$ cat config.mk
export PLATFORM = sky130hd
export DESIGN_NAME = adc_round_robin_sched_flat
export DESIGN_NICKNAME = d
export VERILOG_FILES = /design/src/rtl/adc_round_robin_sched_if.sv /design/src/rtl/adc_round_robin_sched.sv /design/src/flat_wrapper.sv
export SDC_FILE = /design/constraint.sdc
export NUM_CORES = 1
export LEC_CHECK = 0
export ABC_AREA = 1
export CORE_MARGIN = 5
export CORE_UTILIZATION = 35
export DETAILED_ROUTE_END_ITERATION = 7
export HOLD_SLACK_MARGIN = 0.08
export PLACE_DENSITY = 0.69
export SLEW_MARGIN = 5
export SYNTH_ARGS = -nofsm -noshare
export SYNTH_HDL_FRONTEND = slang
export SYNTH_SLANG_ARGS = --single-unit
$ cat constraint.sdc
create_clock -name clk -period 1.5 [get_ports clk]
set_clock_uncertainty 0.1 [all_clocks]
set_input_delay 0.225 -clock clk [delete_from_list [all_inputs] [get_ports clk]]
set_output_delay 0.225 -clock clk [all_outputs]
set_load 0.01 [all_outputs]
$ cat src/rtl/adc_round_robin_sched_if.sv
// Conversion handshake between the round-robin scheduler (master) and the
// shared ADC front end (slave).
interface adc_round_robin_sched_if #(
  parameter int unsigned DW = 12
);
  logic          conv_start;
  logic          conv_ch;
  logic          conv_done;
  logic [DW-1:0] conv_data;

  modport master (
    output conv_start,
    output conv_ch,
    input  conv_done,
    input  conv_data
  );

  modport slave (
    input  conv_start,
    input  conv_ch,
    output conv_done,
    output conv_data
  );
endinterface

$ cat src/rtl/adc_round_robin_sched.sv
// Shares one ADC between player channels: one conversion round per sample tick,
// results published together. Define ADC_AVG_EN to average two conversions per channel.
module adc_round_robin_sched #(
  parameter int unsigned SAMPLE_DIV = 50000,
  parameter int unsigned DW         = 12,
  parameter int unsigned TIMEOUT    = 1023
) (
  input  logic                           clk,
  input  logic                           reset_n,
  input  logic                           enable,
  input  logic                           mode,
  adc_round_robin_sched_if.master        adc,
  output logic [DW-1:0]                  p1data,
  output logic [DW-1:0]                  p2data,
  output logic                           sample_valid,
  output logic                           timeout_err,
  output logic                           overrun
);

  localparam int unsigned CW = (SAMPLE_DIV > 1) ? $clog2(SAMPLE_DIV) : 1;
  localparam int unsigned TW = $clog2(TIMEOUT + 1);

  typedef enum logic [2:0] {
    S_IDLE,
    S_WAIT_TICK,
    S_START,
    S_WAIT_DONE,
    S_PUBLISH
  } state_t;

  state_t        state_q, state_d;
  logic [CW-1:0] cnt_q, cnt_d;
  logic [TW-1:0] to_cnt_q, to_cnt_d;
  logic          round_mode_q, round_mode_d;
  logic          conv_ch_q, conv_ch_d;
  logic          conv_start_q, conv_start_d;
  logic [DW-1:0] shadow0_q, shadow0_d;
  logic [DW-1:0] shadow1_q, shadow1_d;
  logic [DW-1:0] p1data_q, p1data_d;
  logic [DW-1:0] p2data_q, p2data_d;
  logic          sample_valid_q, sample_valid_d;
  logic          timeout_err_q, timeout_err_d;
  logic          overrun_q, overrun_d;
  logic          tick;
  logic [DW-1:0] sample;

`ifdef ADC_AVG_EN
  logic          pass_q, pass_d;
  logic [DW-1:0] acc_q, acc_d;
  logic [DW:0]   sum;

  always_comb begin
    sum    = {1'b0, acc_q} + {1'b0, adc.conv_data};
    sample = sum[DW:1];
  end
`else
  always_comb begin
    sample = adc.conv_data;
  end
`endif

  always_comb begin
    tick           = enable && (cnt_q == CW'(SAMPLE_DIV - 1));
    cnt_d          = '0;
    if (enable && !tick) cnt_d = cnt_q + CW'(1);

    state_d        = state_q;
    to_cnt_d       = to_cnt_q;
    round_mode_d   = round_mode_q;
    conv_ch_d      = conv_ch_q;
    conv_start_d   = 1'b0;
    shadow0_d      = shadow0_q;
    shadow1_d      = shadow1_q;
    p1data_d       = p1data_q;
    p2data_d       = p2data_q;
    sample_valid_d = 1'b0;
    timeout_err_d  = timeout_err_q;
    overrun_d      = overrun_q;
`ifdef ADC_AVG_EN
    pass_d         = pass_q;
    acc_d          = acc_q;
`endif

    if (!enable) begin
      state_d = S_IDLE;
    end else begin
      if (tick && (state_q != S_WAIT_TICK)) overrun_d = 1'b1;

      case (state_q)
        S_IDLE: state_d = S_WAIT_TICK;

        S_WAIT_TICK: begin
          conv_ch_d = 1'b0;
          if (tick) begin
            round_mode_d = mode;
            conv_start_d = 1'b1;
            state_d      = S_START;
`ifdef ADC_AVG_EN
            pass_d       = 1'b0;
`endif
          end
        end

        S_START: begin
          to_cnt_d = '0;
          state_d  = S_WAIT_DONE;
        end

        S_WAIT_DONE: begin
          if (adc.conv_done) begin
            to_cnt_d = '0;
`ifdef ADC_AVG_EN
            if (!pass_q) begin
              acc_d        = adc.conv_data;
              pass_d       = 1'b1;
              conv_start_d = 1'b1;
              state_d      = S_START;
            end else
`endif
            begin
`ifdef ADC_AVG_EN
              pass_d = 1'b0;
`endif
              if (conv_ch_q) shadow1_d = sample;
              else           shadow0_d = sample;
              if (!conv_ch_q && round_mode_q) begin
                conv_ch_d    = 1'b1;
                conv_start_d = 1'b1;
                state_d      = S_START;
              end else begin
                // Outputs are registered, so the publish load happens on entry to
                // PUBLISH, bypassing the shadow for the channel finishing now.
                p1data_d       = conv_ch_q ? shadow0_q : sample;
                if (round_mode_q) p2data_d = sample;
                sample_valid_d = 1'b1;
                state_d        = S_PUBLISH;
              end
            end
          end else if (to_cnt_q == TW'(TIMEOUT - 1)) begin
            timeout_err_d = 1'b1;
            state_d       = S_WAIT_TICK;
          end else begin
            to_cnt_d = to_cnt_q + TW'(1);
          end
        end

        S_PUBLISH: state_d = S_WAIT_TICK;

        default: state_d = S_IDLE;
      endcase
    end
  end

  always_ff @(posedge clk) begin
    if (!reset_n) begin
      state_q        <= S_IDLE;
      cnt_q          <= '0;
      to_cnt_q       <= '0;
      round_mode_q   <= 1'b0;
      conv_ch_q      <= 1'b0;
      conv_start_q   <= 1'b0;
      shadow0_q      <= '0;
      shadow1_q      <= '0;
      p1data_q       <= '0;
      p2data_q       <= '0;
      sample_valid_q <= 1'b0;
      timeout_err_q  <= 1'b0;
      overrun_q      <= 1'b0;
`ifdef ADC_AVG_EN
      pass_q         <= 1'b0;
      acc_q          <= '0;
`endif
    end else begin
      state_q        <= state_d;
      cnt_q          <= cnt_d;
      to_cnt_q       <= to_cnt_d;
      round_mode_q   <= round_mode_d;
      conv_ch_q      <= conv_ch_d;
      conv_start_q   <= conv_start_d;
      shadow0_q      <= shadow0_d;
      shadow1_q      <= shadow1_d;
      p1data_q       <= p1data_d;
      p2data_q       <= p2data_d;
      sample_valid_q <= sample_valid_d;
      timeout_err_q  <= timeout_err_d;
      overrun_q      <= overrun_d;
`ifdef ADC_AVG_EN
      pass_q         <= pass_d;
      acc_q          <= acc_d;
`endif
    end
  end

  assign adc.conv_start = conv_start_q;
  assign adc.conv_ch    = conv_ch_q;
  assign p1data         = p1data_q;
  assign p2data         = p2data_q;
  assign sample_valid   = sample_valid_q;
  assign timeout_err    = timeout_err_q;
  assign overrun        = overrun_q;

endmodule

$ cat src/flat_wrapper.sv
// flat-port wrapper written by rule: the top's interface ports become plain ports
module adc_round_robin_sched_flat 
#(
  parameter int unsigned SAMPLE_DIV = 50000,
  parameter int unsigned DW         = 12,
  parameter int unsigned TIMEOUT    = 1023
)
  (clk, reset_n, enable, mode, p1data, p2data, sample_valid, timeout_err, overrun, adc_conv_start, adc_conv_ch, adc_conv_done, adc_conv_data);
  adc_round_robin_sched_if #(.DW(DW)) adc_i ();
  input  logic clk;
  input  logic reset_n;
  input  logic enable;
  input  logic mode;
  output logic [DW-1:0] p1data;
  output logic [DW-1:0] p2data;
  output logic sample_valid;
  output logic timeout_err;
  output logic overrun;
  output wire logic [$bits(adc_i.conv_start)-1:0] adc_conv_start;
  output wire logic [$bits(adc_i.conv_ch)-1:0] adc_conv_ch;
  input wire logic [$bits(adc_i.conv_done)-1:0] adc_conv_done;
  input wire logic [$bits(adc_i.conv_data)-1:0] adc_conv_data;
  assign adc_conv_start = adc_i.conv_start;
  assign adc_conv_ch = adc_i.conv_ch;
  assign adc_i.conv_done = adc_conv_done;
  assign adc_i.conv_data = adc_conv_data;
  adc_round_robin_sched #(.SAMPLE_DIV(SAMPLE_DIV), .DW(DW), .TIMEOUT(TIMEOUT)) u_core (.clk(clk), .reset_n(reset_n), .enable(enable), .mode(mode), .adc(adc_i), .p1data(p1data), .p2data(p2data), .sample_valid(sample_valid), .timeout_err(timeout_err), .overrun(overrun));
endmodule
==> results by group, run 1 <==
Run status
  • Status: complete, but fails checks
  • Failing checks: negative setup slack

GRT
  • Initial antenna violation count: 0
  • GRT Total Usage: 14.9%
  • Largest net degree at the start of global routing: 34
  • Vias in the first global route: 3214
  • First-pass GRT wire length: 13800 um
  • Overflow after GRT: 0

Drt
  • DR DRC count: 0
  • WL/cell: 13.3 um
  • First-pass DRT Iterations: 4
  • WL final: 8790 um
  • Via density: 4.99
  • Final antenna-violating net count: 0
  • Starting DRC count in detailed routing: roughly 130
  • Vias post-DR: roughly 3300

Final layout
  • Diode count: 0
  • Final core occ: 49.7%
  • Share of cells above drive strength 1: between 20 and 25%
  • Register Area: 1440 um^2
  • Fill cells: approximately 840
  • Commonest non-fill, non-tap cell in the layout: nor2_1
  • Fin nets: about 560
  • Area occupied by multi-input gates: 1760 um^2
  • Most frequent cells in the layout: 85 x nor2_1, 63 x dfxtp_1, 53 x nand2_1
  • P&R area growth vs syn: 40.4%

Timing
  • Final Hold Viols: 0
  • Setup_tns: -0.0261 ns
  • Worst slew margin: 69.7%
  • F_max: between 600 and 700 MHz
  • Fin. max-slew vios: 0
  • Final setup violation count: 4
  • RSZ-0062 raised after global routing: true
  • Final worst path period share: 101%
  • WHS: ~0.22 ns
  • Measured slew at the worst slew-check pin: 0.454 ns
  • Post-layout min period: 1.51 ns
  • Final setup margin: -0.0136 ns

Yosys
  • Area share of the largest cell type after synthesis: 43.9%
  • Ys async rst share: 0%
  • Main flop type after synthesis: dfxtp_1
  • Mapped Nets: 480
  • #FFs+latches synth: 71
  • Synth Cell Area: 3240 um^2
  • Netlist cell types: 30
  • Post-synthesis instance total: 460
  • Cell taking the most area after synthesis: dfxtp_1
  • Synth top area cells: dfxtp_1 44%, nor2_1 11%, nand2_1 7.6%
  • Sequential share of the synthesized area: 43.9%
  • Post-synth EDFFs: 0
  • Mean Syn Cell Area: 7.04 um^2
  • YS warnings: 0

Placed design
  • Dpl ws: -0.302 ns
  • IO Port Bufs: 45
  • Routability cong.: 0.829
  • Post-DP HPWL: between 6000 and 7000 um

Power
  • Final total power: 3560 uW
  • Peak supply drop: 508 uV
  • Leak: 0.00181 uW
  • Cell area power density: 783 nW/um^2

Min path
  • Hold path cells: 4
  • Type of the worst min-delay path: in2reg
  • Worst hold start: adc_conv_done
  • Hold endpoint: u_core.state_q[2]$_SDFFE_PN0P_

Critical path
  • Worst setup path category: reg2reg
  • Worst Setup Start Kind: flip-flop
  • CP arrival: 1.69 ns
  • Worst Path Required: 1.67 ns
  • Reg2Reg Setup Slack: -0.01 ns
  • Reg-to-Reg End: u_core.to_cnt_q[1]$_SDFFE_PN0P_
  • Cells on worst reg2reg path: 7
  • Worst Path Max Fanout: 8
  • CP endpoint kind: flip-flop
  • Worst r2r src: u_core.state_q[2]$_SDFFE_PN0P_

Die
  • Die Span Y: roughly 110 um
  • Io pins: 46
  • Core Box Area: 9150 um^2
  • Die ar.: 11300 um^2
  • Chip width: 106 um
  • Cell row count: 35
  • Starting density of the core: 35.4%

Clock tree
  • Clock slew at reported path FFs: 0.08 ns
  • Longest Clk Path Bufs: 2
  • CTS Buf Count: 9
  • Clock Latency Late Sink: ~0.35 ns
  • CTS HTree Levels: 3
  • CTS root buffer: clkbuf_8
  • CTS tree: built
  • CTS sink cnt: between 70 and 80

Job
  • MaxCap Viol Count: 0
==> kinds of logic (layout without fill, tap and decap cells) <==
| kind of cell | count (synthesis) | in the layout | synth area share [%] |
|---|---|---|---|
| AO/OA/AOI/OAI | 89 | 89 | 14.0 |
| adder cells (fa/ha/maj) | 3 | 3 | 1.16 |
| flip-flops | 71 | 71 | 43.9 |
| buffers and inverters | 70 | 157 | 8.96 |
| AND/OR/NAND/NOR | 222 | 224 | 30.7 |
| XOR/XNOR | 5 | 5 | 1.35 |
==> repair_timing <==
| item | CTS | global route |
|---|---|---|
| hold buffers | 0 | 0 |
| cloned | 1 | 3 |
| setup endpoints to repair | 56 | 61 |
| buffers inserted | 0 | 3 |
| pin swaps | 1 | 28 |
| gates resized for setup | 40 | 80 |
==> synthesized netlist by cell type, types with 3 or more instances <==
cell type and number:
xor2_1 4, nand2_2 3, ha_1 3, inv_1 51, a211oi_1 3, nand3_1 26, nand4_1 7, nor3_1 10
o21ai_0 42, a21oi_1 42, nand2_1 66, buf_2 3, nor2_4 4, nor2_1 98, dfxtp_1 71, inv_2 4
clkbuf_1 5
==> registers in the layout (all words and copies together) (netlist names) <==
| register | cells |
|---|---|
| u_core.round_mode_q | 1 |
| u_core.adc.conv_ch | 1 |
| u_core.p2data | 12 |
| u_core.to_cnt_q | 10 |
| u_core.overrun | 1 |
| u_core.shadow0_q | 12 |
| u_core.cnt_q | 16 |
| u_core.sample_valid | 1 |
| u_core.timeout_err | 1 |
| u_core.p1data | 12 |
| u_core.state_q | 3 |
| u_core.adc.conv_start | 1 |
==> stage by stage <==
| stage | instances | instance area (um^2) |
|---|---|---|
| 3_5_place_dp | 637 | 4070 |
| 5_1_grt | 660 | 4550 |
| 2_1_floorplan | 460 | 3250 |
| 3_3_place_gp | 637 | 4070 |
| 4_1_cts | 654 | 4250 |
| 6_report | 660 | 4550 |
==> worst max-delay path by stage <==
stage / slack, ns / cells past startpoint / start / end
floorplan: 0.003 / 9 / u_core.cnt_q[0]$_SDFF_PN0_ / u_core.cnt_q[11]$_SDFF_PN0_
global placement: -0.29 / 7 / adc_conv_done / u_core.p1data[7]$_SDFFE_PN0P_
detailed placement: -0.30 / 6 / enable / u_core.cnt_q[2]$_SDFF_PN0_
finish: -0.01 / 7 / u_core.state_q[2]$_SDFFE_PN0P_ / u_core.to_cnt_q[1]$_SDFFE_PN0P_
CTS: 0.0004 / 9 / u_core.cnt_q[1]$_SDFF_PN0_ / u_core.round_mode_q$_SDFFE_PN0P_
global route: -0.11 / 7 / u_core.to_cnt_q[6]$_SDFFE_PN0P_ / u_core.to_cnt_q[8]$_SDFFE_PN0P_
==> layout make-up <==
class                   count  area share, %
clock buffers               9           2.72
clock inverters             7           1.35
inverters                  55           4.59
multi-input cells         321           38.8
flip-flops and latches     71           31.6
well taps                 111           3.05
repair buffers             86           17.9
==> metal layers <==
layer / up-vias / part of all wire, % / global-route usage (%)
met5: - / 0 / 0
met4: 0 / 0.72 / 3.61
met3: 12 / 6.5 / 5.40
met2: 96 / 50 / 25.8
met1: 1526 / 43 / 17.4
li1: 1658 / - / -
==> critical path, cell delays in order, from the launching register on <==
cell	delay [ns]
dfxtp_2	0.33
inv_2	0.07
nand2_4	0.08
nor3_4	0.29
nand3_4	0.24
nand2_8	0.17
nand2_4	0.05
a21oi_2	0.12
==> power by group <==
| part | total [uW] | internal [uW] | switching (uW) |
|---|---|---|---|
| Sequential | 1890 | 1890 | 6.30 |
| Combinational | 225 | 103 | 122 |
| Clock | 1440 | 631 | 812 |
| Total | 3560 | 2620 | 940 |
Power figures use the tool's default switching activity.
==> run 2, diff against run 1 <==
- CORE_MARGIN: 5 -> 2
- PLACE_DENSITY: 0.69 -> 0.67
- SLEW_MARGIN: 5 -> 10
- clock period: 1.5 -> 1.45 ns (I/O delays scaled with it)
==> results by group, run 2 (same netlist as run 1, synthesis figures left out) <==
Critical path
  • Cells on worst reg2reg path: 9
  • Worst setup path category: reg2reg
  • Worst Path Max Fanout: 8
  • Critical-path cell list: inv_2 -> ha_4 -> nand3_2 -> nor2_2 -> buf_4 -> nand3_4 -> nand2_4 -> nand2_1 -> a21oi_2
  • CP endpoint kind: flip-flop
  • Worst r2r src: u_core.to_cnt_q[0]$_SDFFE_PN0P_
  • Reg2Reg Setup Slack: -0.01 ns
  • Worst Path Required: 1.63 ns
  • Slowest-stage cell, CP: dfxtp_2
  • Worst Setup Start Kind: flip-flop
  • Reg-to-Reg End: u_core.to_cnt_q[1]$_SDFFE_PN0P_
  • CP max stage delay: 0.34 ns
  • CP arrival: around 1.7 ns

Final layout
  • P&R area growth vs syn: 47.0%
  • Max FFs per register: 16
  • Fin nets: 587
  • Largest reg by FF count: u_core.cnt_q
  • Diode count: 0
  • Most frequent cells in the layout: 84 x nor2_1, 60 x dfxtp_1, 57 x nand2_1
  • Fill cells: 886
  • Commonest non-fill, non-tap cell in the layout: nor2_1
  • Share of cells above drive strength 1: 29.2%

Power
  • Leak: 0.00192 uW
  • Peak supply drop: ~420 uV
  • Cell area power density: 805 nW/um^2

Die
  • Core Box Area: ~9000 um^2
  • Die Span Y: 100 um
  • Chip width: 100 um
  • Starting density of the core: 35.6%
  • Cell row count: 35
  • Die ar.: roughly 10000 um^2
  • Io pins: 46

Timing
  • Final setup margin: -0.0146 ns
  • Fin. max-slew vios: 0
  • Setup_tns: -0.0232 ns
  • WHS: 0.249 ns
  • F_max: around 680 MHz
  • Final setup violation count: 4
  • Final worst path period share: 101%
  • RSZ-0062 raised after global routing: true
  • Measured slew at the worst slew-check pin: approximately 0.30 ns
  • Final Hold Viols: 0
  • Worst slew margin: 79.6%
  • Post-layout min period: roughly 1.5 ns

Drt
  • First-pass DRT Iterations: 4
  • Via density: 4.89
  • WL/cell: 12.8 um
  • Final antenna-violating net count: 0
  • WL final: 8740 um
  • DR DRC count: 0
  • Starting DRC count in detailed routing: 127
  • Vias post-DR: 3340

GRT
  • Largest net degree at the start of global routing: 33
  • Vias in the first global route: 3181
  • Initial antenna violation count: 0
  • Overflow after GRT: 0
  • First-pass GRT wire length: 14100 um
  • GRT Total Usage: 17.4%

Min path
  • Type of the worst min-delay path: in2reg
  • Worst hold start: adc_conv_done
  • Hold path cells: 4
  • Hold endpoint: u_core.state_q[2]$_SDFFE_PN0P_

Clock tree
  • CTS sink cnt: 71
  • # hold bufs at CTS: 0
  • CTS root buffer: clkbuf_8
  • Clock Latency Late Sink: around 0.35 ns
  • CTS HTree Levels: 3
  • CTS Buf Count: 9
  • CTS tree: built
  • Longest Clk Path Bufs: 2
  • Clock slew at reported path FFs: ~0.080 ns

Placed design
  • Routability cong.: ~0.9
  • IO Port Bufs: 45
  • Post-DP HPWL: 5970 um

Run status
  • Failing checks: negative setup slack
  • Status: complete, but fails checks

Job
  • MaxCap Viol Count: 0
-- run 2: worst max-delay path, delay by kind of cell, from the launching register on --
family                     cells  cell delay (ns)
AOI/OAI and AO/OA              1             0.11
DFF                            1             0.34
buffers and inverters          2             0.20
adders and majority gates      1             0.12
and+or+nand+nor                5             0.52
-- run 2: how the worst max path moves through the flow --
stage                                          startpoint                              end  slack, ns  cells past startpoint
after floorplan           u_core.adc.conv_ch$_SDFFE_PN0P_    u_core.p1data[1]$_SDFFE_PN0P_      0.002                      9
after global placement                      adc_conv_done  u_core.to_cnt_q[9]$_SDFFE_PN0P_      -0.34                      7
after detailed placement                    adc_conv_done  u_core.to_cnt_q[1]$_SDFFE_PN0P_      -0.42                      7
after CTS                  u_core.state_q[2]$_SDFFE_PN0P_  u_core.to_cnt_q[1]$_SDFFE_PN0P_    -0.0002                      7
after global routing      u_core.to_cnt_q[3]$_SDFFE_PN0P_  u_core.to_cnt_q[8]$_SDFFE_PN0P_      -0.10                      7
final                     u_core.to_cnt_q[0]$_SDFFE_PN0P_  u_core.to_cnt_q[1]$_SDFFE_PN0P_      -0.01                      9
-- run 2: timing repair --
action,4_1_cts,5_1_grt
resized for setup,53,70
cloned,2,0
setup endpoints to repair,81,53
buffers inserted,3,5
pin swaps,12,23
endpoints found under the hold margin,0,0
-- run 2: area by class of cell --
class	instances	area (um^2)	share of cell area, %
Clock buffer	9	124	2.60
Clock inverter	7	78.8	1.65
Inverter	55	214	4.49
Multi-Input combinational cell	321	1800	37.9
Sequential cell	71	1440	30.2
Tap cell	111	139	2.92
Timing Repair Buffer	109	963	20.2
-- run 2: per-stage QoR --
stage	setup WS [ns]	cell area, um^2	power, uW	std cells	util (%)
floorplan	0.00187	3270	2100	460	-
global placement	-0.343	4250	2210	657	46.6
detailed placement	-0.418	4250	2210	657	46.6
CTS	-0.000179	4530	3860	678	49.7
global route	-0.100	4760	4010	683	52.3
finish	-0.0146	4760	3840	683	52.3
-- run 2: report_power, final --
part	internal, uW	switching [uW]
registers	1950	6.73
clock network	816	832
logic	105	123
total	2870	961
-- run 2: per-layer routing --
metal	track usage [%]	share of wire, %	up-vias
met5	0	0	-
met1	21.6	43	1541
met4	5.37	1.4	0
li1	-	-	1706
met3	5.64	5.8	13
met2	28.9	50	80
==> run 3, diff against run 2 <==
==> constraint.sdc (replaced) <==
create_clock -name clk -period 1.45 [get_ports clk]
set_clock_uncertainty 0.1 [all_clocks]
set_input_delay 0.29 -clock clk [delete_from_list [all_inputs] [get_ports clk]]
set_output_delay 0.29 -clock clk [all_outputs]
set_load 0.01 [all_outputs]
==> results by group, run 3 (same netlist as run 1, synthesis figures left out) <==
Final layout
  • Share of cells above drive strength 1: 29.0%
  • Max FFs per register: 16
  • Design area: 4810 um^2
  • Diode count: 0
  • Commonest non-fill, non-tap cell in the layout: nor2_1
  • P&R area growth vs syn: 48.3%
  • Largest reg by FF count: u_core.cnt_q
  • Fin nets: 595
  • Most frequent cells in the layout: 82 x nor2_1, 65 x buf_4, 61 x dfxtp_1
  • Final core occ: ~53%
  • Fill cells: between 800 and 900

Timing
  • Final setup violation count: 7
  • Fin. max-slew vios: 0
  • RSZ-0062 raised after global routing: true
  • Post-layout min period: 1.50 ns
  • Measured slew at the worst slew-check pin: about 0.29 ns
  • Final setup margin: -0.0477 ns
  • F_max: 668 MHz
  • Final Hold Viols: 0
  • WHS: about 0.35 ns
  • Setup_tns: -0.150 ns
  • Worst slew margin: 80.3%
  • Final worst path period share: 103%

Placed design
  • Routability cong.: 0.876
  • IO Port Bufs: 45
  • Post-DP HPWL: a little over 6000 um
  • Area after DPL: 4260 um^2

Power
  • Peak supply drop: about 530 uV
  • Cell area power density: 799 nW/um^2
  • Sequential Power Share: 51.1%
  • Switching share of power: 25.2%
  • Final total power: 3840 uW
  • Combinational share of power: 6.1%
  • Switching pwr: 968 uW
  • Leak: 0.00196 uW
  • Internal power: 2870 uW
  • Clock network fraction of total power: 42.9%

Clock tree
  • CTS root buffer: clkbuf_8
  • CTS HTree Levels: 3
  • Clock Latency Late Sink: 0.35 ns
  • # hold bufs at CTS: 0
  • Clock slew at reported path FFs: 0.09 ns
  • Longest Clk Path Bufs: 2
  • CTS Buf Count: 9
  • CTS tree: built
  • CTS sink cnt: a little over 70

Die
  • Cell row count: 35
  • Die Span Y: 100 um
  • Die ar.: 10000 um^2
  • Chip width: between 100 and 150 um
  • Io pins: 46
  • Starting density of the core: 35.6%
  • Core Box Area: just over 9000 um^2

Run status
  • Status: complete, but fails checks
  • Failing checks: negative setup slack

Min path
  • Hold path cells: 1
  • Hold endpoint: u_core.cnt_q[0]$_SDFF_PN0_
  • Worst hold start: u_core.cnt_q[0]$_SDFF_PN0_
  • Type of the worst min-delay path: reg2reg

GRT
  • Initial antenna violation count: 0
  • First-pass GRT wire length: about 14000 um
  • Vias in the first global route: just over 3000
  • GRT Total Usage: between 15 and 20%
  • Largest net degree at the start of global routing: 24
  • Overflow after GRT: 0

Critical path
  • Worst Path Buf+Inv: 3
  • Worst Path Max Fanout: 8
  • Worst r2r src: u_core.to_cnt_q[0]$_SDFFE_PN0P_
  • Worst Path Required: approximately 1.6 ns
  • Slowest-stage cell, CP: dfxtp_2
  • CP arrival: 1.65 ns
  • Reg2Reg Setup Slack: -0.05 ns
  • CP endpoint kind: flip-flop
  • CP max stage delay: 0.33 ns
  • Crit-path leading delay family: simple AND/OR/NAND/NOR gates
  • Worst setup path category: reg2reg
  • Worst Setup Start Kind: flip-flop
  • Cells on worst reg2reg path: 9
  • Critical-path cell list: inv_2 -> ha_4 -> nand3_4 -> nor2_4 -> buf_6 -> nand3_4 -> buf_6 -> nand4_1 -> a21oi_1
  • Reg-to-Reg End: u_core.to_cnt_q[4]$_SDFFE_PN0P_

Drt
  • Via density: 4.83
  • WL/cell: approximately 13 um
  • Vias post-DR: 3337
  • Final antenna-violating net count: 0
  • Starting DRC count in detailed routing: approximately 130
  • WL final: just under 9000 um
  • First-pass DRT Iterations: 4
  • DR DRC count: 0

Job
  • MaxCap Viol Count: 0
run 3: routing by layer:
metal	routed length (um)	share of wire [%]	up-vias	GRT usage [%]
li1	-	-	1719	-
met1	4010	46	1541	22.3
met2	4210	48	65	28.0
met3	350	4.0	12	3.27
met4	128	1.5	0	6.74
met5	0	0	-	0
run 3: worst max-delay path by stage:
stage / start / end / slack (ns) / cells past startpoint
6_report: u_core.to_cnt_q[0]$_SDFFE_PN0P_ / u_core.to_cnt_q[4]$_SDFFE_PN0P_ / -0.05 / 9
3_3_place_gp: adc_conv_done / u_core.to_cnt_q[7]$_SDFFE_PN0P_ / -0.42 / 6
3_5_place_dp: adc_conv_done / u_core.p2data[7]$_SDFFE_PN0P_ / -0.44 / 8
4_1_cts: u_core.to_cnt_q[0]$_SDFFE_PN0P_ / u_core.to_cnt_q[2]$_SDFFE_PN0P_ / -0.07 / 9
5_1_grt: u_core.to_cnt_q[6]$_SDFFE_PN0P_ / u_core.to_cnt_q[6]$_SDFFE_PN0P_ / -0.12 / 7
2_1_floorplan: u_core.adc.conv_ch$_SDFFE_PN0P_ / u_core.p1data[1]$_SDFFE_PN0P_ / 0.002 / 9
run 3: metrics by stage:
step,instances,setup slack [ns]
after global routing,691,-0.116
after global placement,662,-0.424
after CTS,686,-0.0678
after detailed placement,662,-0.436
final,691,-0.0477
after floorplan,460,0.00187
run 3: timing repair:
action / in CTS / in global routing
cloned: 1 / 1
buffers inserted: 7 / 4
pin swaps: 12 / 26
endpoints found under the setup margin: 79 / 54
gates resized for setup: 61 / 69
run 3: area by class of cell:
cell class | instances | area (um^2) | area share [%]
clock buffers | 9 | 124 | 2.58
inverters | 55 | 214 | 4.45
clock inverters | 7 | 80.1 | 1.67
repair buffers | 117 | 996 | 20.7
well taps | 111 | 139 | 2.89
multi-input cells | 321 | 1820 | 37.8
flip-flops and latches | 71 | 1440 | 29.9
run 3: power by group through the flow:
stage / clock [uW] / sequential [uW] / combinational [uW]
final: 1650 / 1960 / 233
after global routing: 1780 / 1960 / 257
after CTS: 1680 / 1960 / 213
after detailed placement: 0 / 2010 / 205
after global placement: 0 / 2010 / 203
after floorplan: 0 / 2010 / 93.8
==> variant 1 (config.mk and constraints of run 2) <==
Register the output `p2data` once more, with the module's reset; this adds one clock of latency there. The other outputs are not delayed to match.
--- a/src/rtl/adc_round_robin_sched.sv
+++ b/src/rtl/adc_round_robin_sched.sv
@@ -194,7 +194,13 @@
   assign adc.conv_start = conv_start_q;
   assign adc.conv_ch    = conv_ch_q;
   assign p1data         = p1data_q;
-  assign p2data         = p2data_q;
+  always_ff @(posedge clk) begin
+    if (!reset_n) begin
+      p2data <= '0;
+    end else begin
+      p2data <= p2data_q;
+    end
+  end
   assign sample_valid   = sample_valid_q;
   assign timeout_err    = timeout_err_q;
   assign overrun        = overrun_q;
Check against the original RTL: same outputs for any inputs over 10 cycles, from zero or initial values and one cycle with reset_n low; that may be too few to reach the edited logic, so the function may still have changed.
==> variant 1 against run 2 <==
  * The run still ends with negative setup slack left
  * Sequential power is 17% higher
  * Sequential share of layout area is 3.4 points higher
  * Combinational power decreased by 4%
  * Setup slack improved by 1.4 ps
  * Critical path depth shrank 1
  * Routed wire length increased by 3.9%
  * Maximum frequency barely moved
  * Sequential cell count up 12
  * Synthesized area up 12%
  * Final area up 4.9%
  * Worst hold slack better by 79 ps
  * Total power is 5.9% higher
  * Largest cell class unchanged
  * Largest power group unchanged
==> variant 1: results (changes against run 2) <==
[metrics] run status: finished with violations
[metrics] clk cell area share: 0.0353 (-0.00723)
[metrics] worst vdd ir: 0.000359 V (-15%)
[metrics] wire length of the first global-routing pass: 14800 um (+4.9%)
[metrics] net load switching power: 1.04 mW (+8.4%)
[metrics] beginning of the worst hold path: u_core.p2data_q[9]
[metrics] end point of the worst hold path: u_core.p2data[9]
[metrics] # clk buffers: 10 (+1)
[metrics] failing checks: negative setup slack
[metrics] Detailed Place HPWL: 6230 um (+4.4%)
[metrics] global placer's final weighted congestion: 0.891 (-0.56%)
[metrics] vias per cell: 4.69 (-4.1%)
[metrics] Non-clk bufs: 106 (-2.8%)
[metrics] vias in the first global route: 3275 (+3.0%)
[metrics] Worst Setup Slack, final: -13.2 ps (+1.41 ps)
[metrics] final-report setup violation count: 4 (unchanged)
[metrics] Initial DRC Count: 125 (-1.6%)
[metrics] placed cells: 713 (+8.5%)
[metrics] # Post-CTS Setup Buffers: 7 (+4)
[metrics] post-synth cell types: 33 (+10%)
[metrics] met3 WL post-DR: 342 um (-33%)
[metrics] number of nets produced by synthesis: 522 (+8.8%)
[metrics] # fillers: 1018 (+15%)
[metrics] area of combinational cells with multiple inputs: 1780 sq um (-1.4%)
[metrics] GRT Overall Usage: 0.162 (-0.0120)
[metrics] class of the most critical hold timing path: reg2reg
[metrics] Hold Slack: 328 ps (+79.0 ps)
[metrics] cell depth of the worst min-delay path: 2 (-2)
[metrics] multi-input logic portion of the cell area: 0.356 (-0.0226)
[metrics] post-place setup slack: -347 ps (+71.3 ps)
[metrics] Initial DRT Pass Iterations: 5 (+1)
[metrics] ranking of synthesized cells by instance count: 83 x sky130_fd_sc_hd__dfxtp_1, 82 x sky130_fd_sc_hd__nand2_1, 76 x sky130_fd_sc_hd__nor2_1
[metrics] Gates resized, CTS repair: 60 (+13%)
[metrics] relative area of non-clock buffer cells in the final design: 0.180 (-0.0226)
[variant 1: cell count changes after synthesis, sizes merged, moves of 2 or more]
cell,run 2,this run
xor2,4,2
nand4,7,13
a31oi,1,5
buf,9,13
nand3b,0,2
a211oi,3,7
nand2,70,84
o21ai,43,38
dfxtp,71,83
nor2,103,81
a21oi,42,44
clkinv,0,3
inv,55,74
[variant 1: cells by family after synthesis]
group | count (synthesis)
compound gates | 94
xor+xnor | 2
fa+ha+maj | 3
buf+inv | 96
flops | 83
simple gates | 224
[variant 1: power groups by stage]
stage | clock, mW | sequential (mW) | combinational (mW)
floorplan | 0 | 2.34 | 0.0959
global placement | 0 | 2.34 | 0.198
detailed placement | 0 | 2.34 | 0.199
CTS | 1.58 | 2.29 | 0.210
global route | 1.69 | 2.29 | 0.241
finish | 1.55 | 2.29 | 0.219
==> variant 2 (flow settings as in run 2) <==
Without the edit above. `DW` is set to 12 in 3 places; all go to 14.
--- a/src/rtl/adc_round_robin_sched_if.sv
+++ b/src/rtl/adc_round_robin_sched_if.sv
@@ -1,7 +1,7 @@
 // Conversion handshake between the round-robin scheduler (master) and the
 // shared ADC front end (slave).
 interface adc_round_robin_sched_if #(
-  parameter int unsigned DW = 12
+  parameter int unsigned DW = 14
 );
   logic          conv_start;
   logic          conv_ch;
--- a/src/rtl/adc_round_robin_sched.sv
+++ b/src/rtl/adc_round_robin_sched.sv
@@ -2,7 +2,7 @@
 // results published together. Define ADC_AVG_EN to average two conversions per channel.
 module adc_round_robin_sched #(
   parameter int unsigned SAMPLE_DIV = 50000,
-  parameter int unsigned DW         = 12,
+  parameter int unsigned DW         = 14,
   parameter int unsigned TIMEOUT    = 1023
 ) (
   input  logic                           clk,
--- a/src/flat_wrapper.sv
+++ b/src/flat_wrapper.sv
@@ -2,7 +2,7 @@
 module adc_round_robin_sched_flat 
 #(
   parameter int unsigned SAMPLE_DIV = 50000,
-  parameter int unsigned DW         = 12,
+  parameter int unsigned DW         = 14,
   parameter int unsigned TIMEOUT    = 1023
 )
   (clk, reset_n, enable, mode, p1data, p2data, sample_valid, timeout_err, overrun, adc_conv_start, adc_conv_ch, adc_conv_done, adc_conv_data);
Interface: changed (resized adc_conv_data, p1data and p2data); port bits go from 46 to 52. No check against the original RTL was run, so the function may have changed too.
==> variant 2 against run 2 <==
  * Final area is 4.8% higher
  * Sequential cell count is 6 higher
  * Utilization down 0.98 points
  * Critical path type unchanged
  * Maximum frequency increased by 2.7%
  * Synthesized area rose by 7.3%
  * Routed wire length increased by 9.2%
  * Largest power group unchanged
  * Global-route usage up 0.072 points
  * Count of clock-buffer cells in the layout unchanged
  * Clock power decreased by 4%
  * Die area grew 7.0%
  * Highest routed layer unchanged
  * Total power rose by 2.7%
  * Setup slack better by 39 ps
==> variant 2: results (changes against run 2) <==
[metrics] run status: finished, final reports clean
[metrics] portion of the post-synthesis area used by sequential elements: 0.443 (+0.00456)
[metrics] layout cell share with drive strength beyond 1: 0.265 (-0.0273)
[metrics] final-report setup violation count: 0 (-4)
[metrics] number of nets produced by synthesis: 511 (+6.5%)
[metrics] # fillers: 944 (+6.5%)
[metrics] Initial DRC Count: 106 (-17%)
[metrics] worst vdd ir: 0.000367 V (-13%)
[metrics] GRT Overall Usage: 0.175 (+0.000716)
[metrics] vias in the first global route: 3436 (+8.0%)
[metrics] Placed Instance Area: 4480 sq um (+5.4%)
[metrics] actual transition at the worst max-transition pin: 375 ps (+70.5 ps)
[metrics] maximum fanout along the worst path: 3 (-5)
[metrics] wire length of the first global-routing pass: 15400 um (+9.2%)
[metrics] Detailed Place HPWL: 6380 um (+6.8%)
[metrics] leakage power figure: 2.05 nW (+6.6%)
[metrics] input/output buffers: 51 (+13%)
[metrics] Layout area overhead: 43.5%
[metrics] biggest area contributors in the synthesized netlist: sky130_fd_sc_hd__dfxtp_1 44%, sky130_fd_sc_hd__nor2_1 11%, sky130_fd_sc_hd__nand2_1 7.3%
[metrics] most flop-heavy register: u_core.cnt_q
[metrics] ranking of synthesized cells by instance count: 106 x sky130_fd_sc_hd__nor2_1, 77 x sky130_fd_sc_hd__dfxtp_1, 68 x sky130_fd_sc_hd__nand2_1
[metrics] initial antenna violation count: 0 (unchanged)
[metrics] global placer's final weighted congestion: 0.887 (-1.0%)
[metrics] startpoint of the most critical register-to-register path: u_core.to_cnt_q[0]
[metrics] vias per cell: 4.89 (about the same)
[metrics] post-synth cell types: 27 (-10%)
[metrics] routed wirelength normalized by instance count: 13.1 um (+2.2%)
[metrics] maximum number of pins on one net before global-route repair: 29 (-12%)
[metrics] beginning of the worst hold path: mode
[metrics] signal arrival time at the worst endpoint: 1630 ps (-20 ps)
==> variant 2: changes by cell type in the layout (fill, tap and decap cells not counted), moves of 6 or more <==
cell and change:
sky130_fd_sc_hd__a21oi_1 +14, sky130_fd_sc_hd__a211oi_1 +8, sky130_fd_sc_hd__buf_4 -8, sky130_fd_sc_hd__a21oi_2 -10, sky130_fd_sc_hd__dlygate4sd2_1 +6
==> variant 2: final timing paths <==
check,endpoint,slack [ps],depth (start not counted)
worst max register to register,u_core.to_cnt_q[3],20,9
worst min register to register,u_core.shadow0_q[11],360,2
worst max-delay path,u_core.to_cnt_q[3],20,9
worst min-delay path,u_core.round_mode_q,350,3
==> variant 2: critical path, stage by stage, from the launching register on <==
cell                       delay, ps
sky130_fd_sc_hd__dfxtp_2         340
sky130_fd_sc_hd__inv_2            80
sky130_fd_sc_hd__ha_4            130
sky130_fd_sc_hd__nand2_2          60
sky130_fd_sc_hd__nand3b_1        200
sky130_fd_sc_hd__nor2_1          170
sky130_fd_sc_hd__nor2_2           60
sky130_fd_sc_hd__nand2_1          80
sky130_fd_sc_hd__nand2_1          50
sky130_fd_sc_hd__nor2_1           90
==> variant 2: timing repair <==
item / 4_1_cts / 5_1_grt
setup buffers: 5 / 3
endpoints found under the setup margin: 85 / 70
resized for setup: 53 / 81
hold buffers: 0 / 0
hold endpoints to repair: 0 / 0
pin swaps: 10 / 28
gates cloned: 1 / 2
==> variant 2: cells by family after synthesis <==
logic type / after synthesis / synth area share
and+or+nand+nor: 228 / 0.285
AOI/OAI and AO/OA: 100 / 0.153
DFF: 77 / 0.443
buffers and inverters: 75 / 0.0924
xor gates and xnor gates: 6 / 0.0151
adders and majority gates: 3 / 0.0108
==> variant 2: power by group <==
| part | switching, mW | internal, mW |
|---|---|---|
| Sequential | 0.00684 | 2.12 |
| Combinational | 0.127 | 0.113 |
| Clock | 0.913 | 0.663 |
==> variant 2: area by class of cell <==
cell class / instances / share of cell area
repair buffers: 107 / 0.191
inverters: 58 / 0.0441
well taps: 133 / 0.0333
clock buffers: 9 / 0.0248
flip-flops and latches: 77 / 0.314
multi-input cells: 339 / 0.380
clock inverters: 7 / 0.0128
==> variant 2: stage by stage <==
stage               std cells  worst slack (ps)
global placement          703              -440
global route              730             -91.0
finish                    730              24.4
floorplan                 489              17.0
detailed placement        703              -449
CTS                       725             -6.84
==> variant 2: metal layers <==
metal  wire length [um]  track usage  part of all wire
met1               4310        0.223              0.45
met2               4530        0.282              0.47
met3                504       0.0434             0.053
met4                202       0.0753             0.021
met5                  0            0                 0
